### src/rtl/resp_capture_misr_if.sv
// Capture/readout bundle for the response MISR.
// master drives the run controls and the sampled bus.
interface resp_capture_misr_if #(
  parameter int WIDTH     = 117,
  parameter int SIG_WIDTH = 32
);
  logic                 start;
  logic [15:0]          num_samples;
  logic [WIDTH-1:0]     y;
  logic                 rd_start;
  logic                 busy;
  logic                 done;
  logic [SIG_WIDTH-1:0] signature;
  logic [15:0]          sample_cnt;
  logic                 sout;
  logic                 sout_valid;

  modport master (
    output start, num_samples, y, rd_start,
    input  busy, done, signature,
    input  sample_cnt, sout, sout_valid
  );

  modport slave (
    input  start, num_samples, y, rd_start,
    output busy, done, signature,
    output sample_cnt, sout, sout_valid
  );
endinterface

### src/rtl/resp_capture_misr.sv
// Compresses a wide response bus into a MISR signature
// and shifts the final signature out MSB first.
module resp_capture_misr #(
  parameter int WIDTH     = 117,
  parameter int SIG_WIDTH = 32,
  parameter logic [SIG_WIDTH-1:0] POLY = 32'h04C11DB7,
  parameter logic [SIG_WIDTH-1:0] SEED = 32'hFFFFFFFF
) (
  input logic               clk,
  input logic               rst,
  resp_capture_misr_if.slave bus
);

  typedef enum logic [1:0] {
    IDLE, CAPTURE, DONE, SHIFT
  } state_t;

  localparam int NCH = (WIDTH + SIG_WIDTH - 1) / SIG_WIDTH;
  localparam int PW  = NCH * SIG_WIDTH;
  localparam int BW  = $clog2(SIG_WIDTH + 1);

  state_t               state, state_nxt;
  logic [SIG_WIDTH-1:0] sig, shreg, fold, stepped;
  logic [15:0]          cnt, n, cnt_inc;
  logic [BW-1:0]        bitcnt;
  logic                 sout, sout_valid;
  logic                 busy, done;
  logic [PW-1:0]        ypad;
  logic                 go, rd, last, last_bit;

  assign ypad = PW'(bus.y);

  always_comb begin
    fold = '0;
    for (int k = 0; k < NCH; k++)
      fold = fold ^ ypad[k*SIG_WIDTH +: SIG_WIDTH];
  end

  assign stepped = {sig[SIG_WIDTH-2:0], 1'b0}
                 ^ (sig[SIG_WIDTH-1] ? POLY : '0);

  assign cnt_inc  = (cnt == 16'hFFFF) ? cnt : cnt + 16'd1;
  assign go       = (state == IDLE || state == DONE)
                  && bus.start;
  // start outranks rd_start when both arrive in DONE
  assign rd       = (state == DONE) && bus.rd_start
                  && !bus.start;
  assign last     = (cnt_inc == n);
  assign last_bit = (bitcnt == BW'(SIG_WIDTH));

  always_ff @(posedge clk) begin
    if (rst) state <= IDLE;
    else     state <= state_nxt;
  end

  always_comb begin
    state_nxt = state;
    unique case (state)
      IDLE, DONE: begin
        if (go)
          state_nxt = (bus.num_samples == 16'd0)
                    ? DONE : CAPTURE;
        else if (rd)
          state_nxt = SHIFT;
      end
      CAPTURE: if (last)     state_nxt = DONE;
      SHIFT:   if (last_bit) state_nxt = DONE;
      default: state_nxt = IDLE;
    endcase
  end

  always_comb begin
    busy = (state == CAPTURE) || (state == SHIFT);
    done = (state == DONE);
  end

  always_ff @(posedge clk) begin
    if (rst) begin
      sig        <= SEED;
      cnt        <= '0;
      n          <= '0;
      shreg      <= '0;
      bitcnt     <= '0;
      sout       <= 1'b0;
      sout_valid <= 1'b0;
    end else begin
      unique case (state)
        IDLE, DONE: begin
          if (go) begin
            n   <= bus.num_samples;
            sig <= SEED;
            cnt <= '0;
          end else if (rd) begin
            shreg      <= {sig[SIG_WIDTH-2:0], 1'b0};
            sout       <= sig[SIG_WIDTH-1];
            sout_valid <= 1'b1;
            bitcnt     <= BW'(1);
          end
        end
        CAPTURE: begin
          sig <= stepped ^ fold;
          cnt <= cnt_inc;
        end
        SHIFT: begin
          if (last_bit) begin
            sout       <= 1'b0;
            sout_valid <= 1'b0;
            bitcnt     <= '0;
          end else begin
            sout   <= shreg[SIG_WIDTH-1];
            shreg  <= {shreg[SIG_WIDTH-2:0], 1'b0};
            bitcnt <= bitcnt + BW'(1);
          end
        end
        default: ;
      endcase
    end
  end

  assign bus.busy       = busy;
  assign bus.done       = done;
  assign bus.signature  = sig;
  assign bus.sample_cnt = cnt;
  assign bus.sout       = sout;
  assign bus.sout_valid = sout_valid;

endmodule

### src/flat_wrapper.sv
// flat-port wrapper written by rule: the top's interface ports become plain ports
module resp_capture_misr_flat 
#(
  parameter int WIDTH     = 117,
  parameter int SIG_WIDTH = 32,
  parameter logic [SIG_WIDTH-1:0] POLY = 32'h04C11DB7,
  parameter logic [SIG_WIDTH-1:0] SEED = 32'hFFFFFFFF
)
  (clk, rst, bus_start, bus_num_samples, bus_y, bus_rd_start, bus_busy, bus_done, bus_signature, bus_sample_cnt, bus_sout, bus_sout_valid);
  resp_capture_misr_if #(.WIDTH(WIDTH), .SIG_WIDTH(SIG_WIDTH)) bus_i ();
  input logic clk;
  input logic rst;
  input wire logic [$bits(bus_i.start)-1:0] bus_start;
  input wire logic [$bits(bus_i.num_samples)-1:0] bus_num_samples;
  input wire logic [$bits(bus_i.y)-1:0] bus_y;
  input wire logic [$bits(bus_i.rd_start)-1:0] bus_rd_start;
  output wire logic [$bits(bus_i.busy)-1:0] bus_busy;
  output wire logic [$bits(bus_i.done)-1:0] bus_done;
  output wire logic [$bits(bus_i.signature)-1:0] bus_signature;
  output wire logic [$bits(bus_i.sample_cnt)-1:0] bus_sample_cnt;
  output wire logic [$bits(bus_i.sout)-1:0] bus_sout;
  output wire logic [$bits(bus_i.sout_valid)-1:0] bus_sout_valid;
  assign bus_i.start = bus_start;
  assign bus_i.num_samples = bus_num_samples;
  assign bus_i.y = bus_y;
  assign bus_i.rd_start = bus_rd_start;
  assign bus_busy = bus_i.busy;
  assign bus_done = bus_i.done;
  assign bus_signature = bus_i.signature;
  assign bus_sample_cnt = bus_i.sample_cnt;
  assign bus_sout = bus_i.sout;
  assign bus_sout_valid = bus_i.sout_valid;
  resp_capture_misr #(.WIDTH(WIDTH), .SIG_WIDTH(SIG_WIDTH), .POLY(POLY), .SEED(SEED)) u_core (.clk(clk), .rst(rst), .bus(bus_i));
endmodule
### config.mk
export PLATFORM = sky130hd
export DESIGN_NAME = resp_capture_misr_flat
export DESIGN_NICKNAME = d
export VERILOG_FILES = /design/src/rtl/resp_capture_misr_if.sv /design/src/rtl/resp_capture_misr.sv /design/src/flat_wrapper.sv
export SDC_FILE = /design/constraint.sdc
export NUM_CORES = 1
export LEC_CHECK = 0
export ABC_AREA = 1
export CORE_MARGIN = 2
export CORE_UTILIZATION = 35
export CTS_CLUSTER_DIAMETER = 120
export DETAILED_ROUTE_END_ITERATION = 8
export DONT_BUFFER_PORTS = 1
export PLACE_DENSITY_LB_ADDON = 0.2
export SLEW_MARGIN = 20
export SYNTH_ARGS = -nofsm -noshare
export SYNTH_HDL_FRONTEND = slang
export SYNTH_SLANG_ARGS = --single-unit
### constraint.sdc
create_clock -name clk -period 3 [get_ports clk]
set_clock_uncertainty 0.2 [all_clocks]
set_input_delay 0.6 -clock clk [delete_from_list [all_inputs] [get_ports clk]]
set_output_delay 0.6 -clock clk [all_outputs]
set_load 0.01 [all_outputs]
==> flow_metrics.tcl <==
set metrics [dict create \
    outcome "finished, final reports clean" \
    synth_area_um2 6030 \
    r2r_end "u_core.state[0]" \
    crit_chain "ha_1, inv_1, nor2_2, nand2_2, inv_2, nand2_4, nand2_1, nand2_1, nand2_1, nand2_1, inv_1, nand3_1, nor2_1, nand3_1, nand2_1, nand3_1, nand3_1, inv_1" \
    nNetsFinal 977 \
    ys_ff_latch 105 \
    min_to "u_core.state[1]" \
    ctsResizeCount 0 \
    cpMaxStageDelayCell "dfxtp_1" \
    p_leak_nw 2.60 \
    fin_cells 1067 \
    clock_sinks 105 \
    clk_pin_slew_worst_paths_ns 0.08 \
    rsz0062_at_grt "no" \
    grt_pass1_wl_um 24200 \
    hold_buffers 0 \
    min_path_cells 1 \
    drtPass1Iterations 4 \
    grt-ovfl-total 0 \
    final_hold_viol_count 0 \
    fp.dieH_um 135 \
    holdCritStartpoint "rst" \
    synth_top_area_share_pct 34.8 \
    power_density_nw_per_um2 538 \
    synth_fp_nets 992 \
    wl_per_cell_um 14.2 \
    ios 189 \
    grt_use_total_pct 16.6 \
    cts_buffers 9 \
    syn_inst 852 \
    fin_crit_sh_pct 84.2 \
    yosysTopAreaCell "dfxtp_1" \
    worst_ep_arrival_time_ns 2.58 \
    crit_fanout 28 \
    critPathMaxStageDelay_ns 0.48 \
    row_count 48 \
    cts_tree "yes" \
    ant_nets 0 \
    synthFlopType "dfxtp_1" \
    seq_area_frac_synth_pct 34.8 \
    final.fill_count 1825 \
    relSlewSlack_pct 62.7 \
    critPathKind "flop to flop" \
    diodes 0 \
    grt_max_degree 45 \
    cts_buffer_depth 2 \
    dieArea_um2 18300 \
    hpwlAfterDp_um 11100 \
    worstMarginPinSlew_ns 0.556 \
    ys.warnings.count 0 \
    cts-root-buf "clkbuf_16" \
    worst-r2r-cell-count 18 \
    die_x_um 135 \
    min_period_ns 2.53 \
    finalSetupTns_ns 0 \
    synthArstFlopShare_pct 0 \
    cp-end-kind "flop" \
    ys_types 29 \
    core_area_um2 17100 \
    avgSynthCellArea_um2 7.08 \
    antenna_found_initial 0 \
    r2r-start "u_core.bus.sample_cnt[1]" \
    worst_ep_required_time_ns 3.05 \
    maxSlewViolCount 0 \
    cts_setup_buffers 0 \
    synthTopCellsByArea "dfxtp_1, nand2_1, xnor2_1" \
    portBuffers 0 \
    synthMostInstantiatedCell "nand2_1" \
    initial_core_util_pct 35.4 \
    worstSetupStartpointType "flop" \
    area_growth_pct 8.88 \
    vias 5286 \
    routabilityCongestion 0.826 \
    drive_gt1_share_pct 5.82 \
    grt_pass1_vias 4694 \
    cap_violations 0 \
    drt-initial-drc-count 387 \
    synth_edf_count 0 \
    avgViaCountPerCell 4.95 \
    drcViolationCount 0 \
    clkLatencyLatePin_ns 0.35 \
    cpMostUsedCell "nand2_1" \
    min_path_type "input pin to flop" \
    synth_commonest_cells "nand2_1, dfxtp_1, o21ai_0, xnor2_1, nand3_1" \
    wl_um 15200 \
    dpl_cell_area_um2 6280 \
    setup_viol 0 \
    dpl.cell_count 1051 \
    ctsHtreeMaxLevel 3 \
    ir_drop_uv 277 \
    fin_area_um2 6570 \
    max_clock_freq_ghz 0.396 \
    worst-r2r-setup-slack_ns 0.47 \
]
## power by group
group | total [mW] | internal [mW] | switching [mW]
combinational | 0.721 | 0.328 | 0.393
sequential | 1.65 | 1.51 | 0.145
clock | 1.16 | 0.583 | 0.574
## routing by layer
layer,global-route usage [%],vias to the layer above,wire [µm]
li1,-,2756,-
met1,22.4,2355,7160
met2,26.5,154,6990
met3,2.96,21,711
met4,6.37,0,301
met5,0,-,0
## worst max-delay path, delay by kind of cell, from the launching register on
kind / cells / cell delay, ns
flops: 1 / 0.48
simple gates: 13 / 1.18
buf+inv: 4 / 0.25
fa+ha+maj: 1 / 0.29
## area by class of cell
class                      count  area (µm²)  share of cell area (%)
multi-input combinational    653        3570                    54.3
sequential                   105        2100                    32.0
tap                          225         282                    4.29
clock buffer                   9         225                    3.43
inverter                      51         191                    2.91
timing repair buffer          17         140                    2.13
clock inverter                 7        60.1                   0.914
## worst max path at each step
| stage | slack, ns | cells past startpoint | start | endpoint |
|---|---|---|---|---|
| CTS | 0.44 | 18 | u_core.bus.sample_cnt[1] | u_core.state[0] |
| detailed placement | 0.46 | 18 | u_core.bus.sample_cnt[1] | u_core.state[0] |
| finish | 0.47 | 18 | u_core.bus.sample_cnt[1] | u_core.state[0] |
| global placement | 0.51 | 18 | u_core.bus.sample_cnt[1] | u_core.state[0] |
| floorplan | 0.76 | 17 | u_core.bus.sample_cnt[0] | u_core.state[0] |
| global route | 0.20 | 16 | u_core.bus.sample_cnt[1] | u_core.state[0] |
## through the flow
stage	hold slack (ns)	util [%]	setup slack [ns]	power (mW)
2_1_floorplan	0.239	-	0.755	2.26
3_3_place_gp	0.261	36.8	0.508	2.42
3_5_place_dp	0.267	36.8	0.458	2.42
4_1_cts	0.0952	38.5	0.438	3.59
5_1_grt	0.0881	38.5	0.204	3.75
6_report	0.107	38.5	0.475	3.53
## layout by cell type, fill, tap and decap left out
| cell type | instances |
|---|---|
| a21oi_2 | 2 |
| buf_12 | 1 |
| clkinv_1 | 1 |
| nand2_2 | 5 |
| o21ai_0 | 86 |
| nand2_4 | 1 |
| nor3_1 | 3 |
| o21ai_1 | 1 |
| clkbuf_16 | 9 |
| inv_8 | 1 |
| xnor2_1 | 86 |
| nor2_2 | 5 |
| a211oi_1 | 1 |
| inv_6 | 5 |
| o21bai_1 | 4 |
| nand3b_1 | 6 |
| ha_1 | 3 |
| nand2_1 | 227 |
| a21oi_1 | 38 |
| inv_2 | 3 |
| buf_4 | 16 |
| dfxtp_1 | 105 |
| nor2_1 | 35 |
| xor2_1 | 46 |
| nand4_1 | 7 |
| a31oi_1 | 30 |
| inv_1 | 47 |
| clkinv_2 | 1 |
| o211ai_1 | 1 |
| nand3_1 | 61 |
| nor4_1 | 5 |
## kinds of logic (layout without fill, tap and decap cells)
| logic type | count (synthesis) | count (layout) | synth area share [%] |
|---|---|---|---|
| simple gates | 355 | 355 | 24.8 |
| flops | 105 | 105 | 34.8 |
| xor+xnor | 132 | 132 | 19.2 |
| fa+ha+maj | 3 | 3 | 0.622 |
| compound gates | 163 | 163 | 14.5 |
| buf+inv | 94 | 84 | 6.02 |
## sequential cells by signal, indices dropped and copies added (netlist names)
register and flops:
u_core.bus.sample_cnt 16, u_core.n 16, u_core.bus.sout 1, u_core.bus.sout_valid 1, u_core.shreg 31, u_core.bitcnt 6
u_core.state 2, u_core.bus.signature 32
Power figures use the tool's default switching activity.
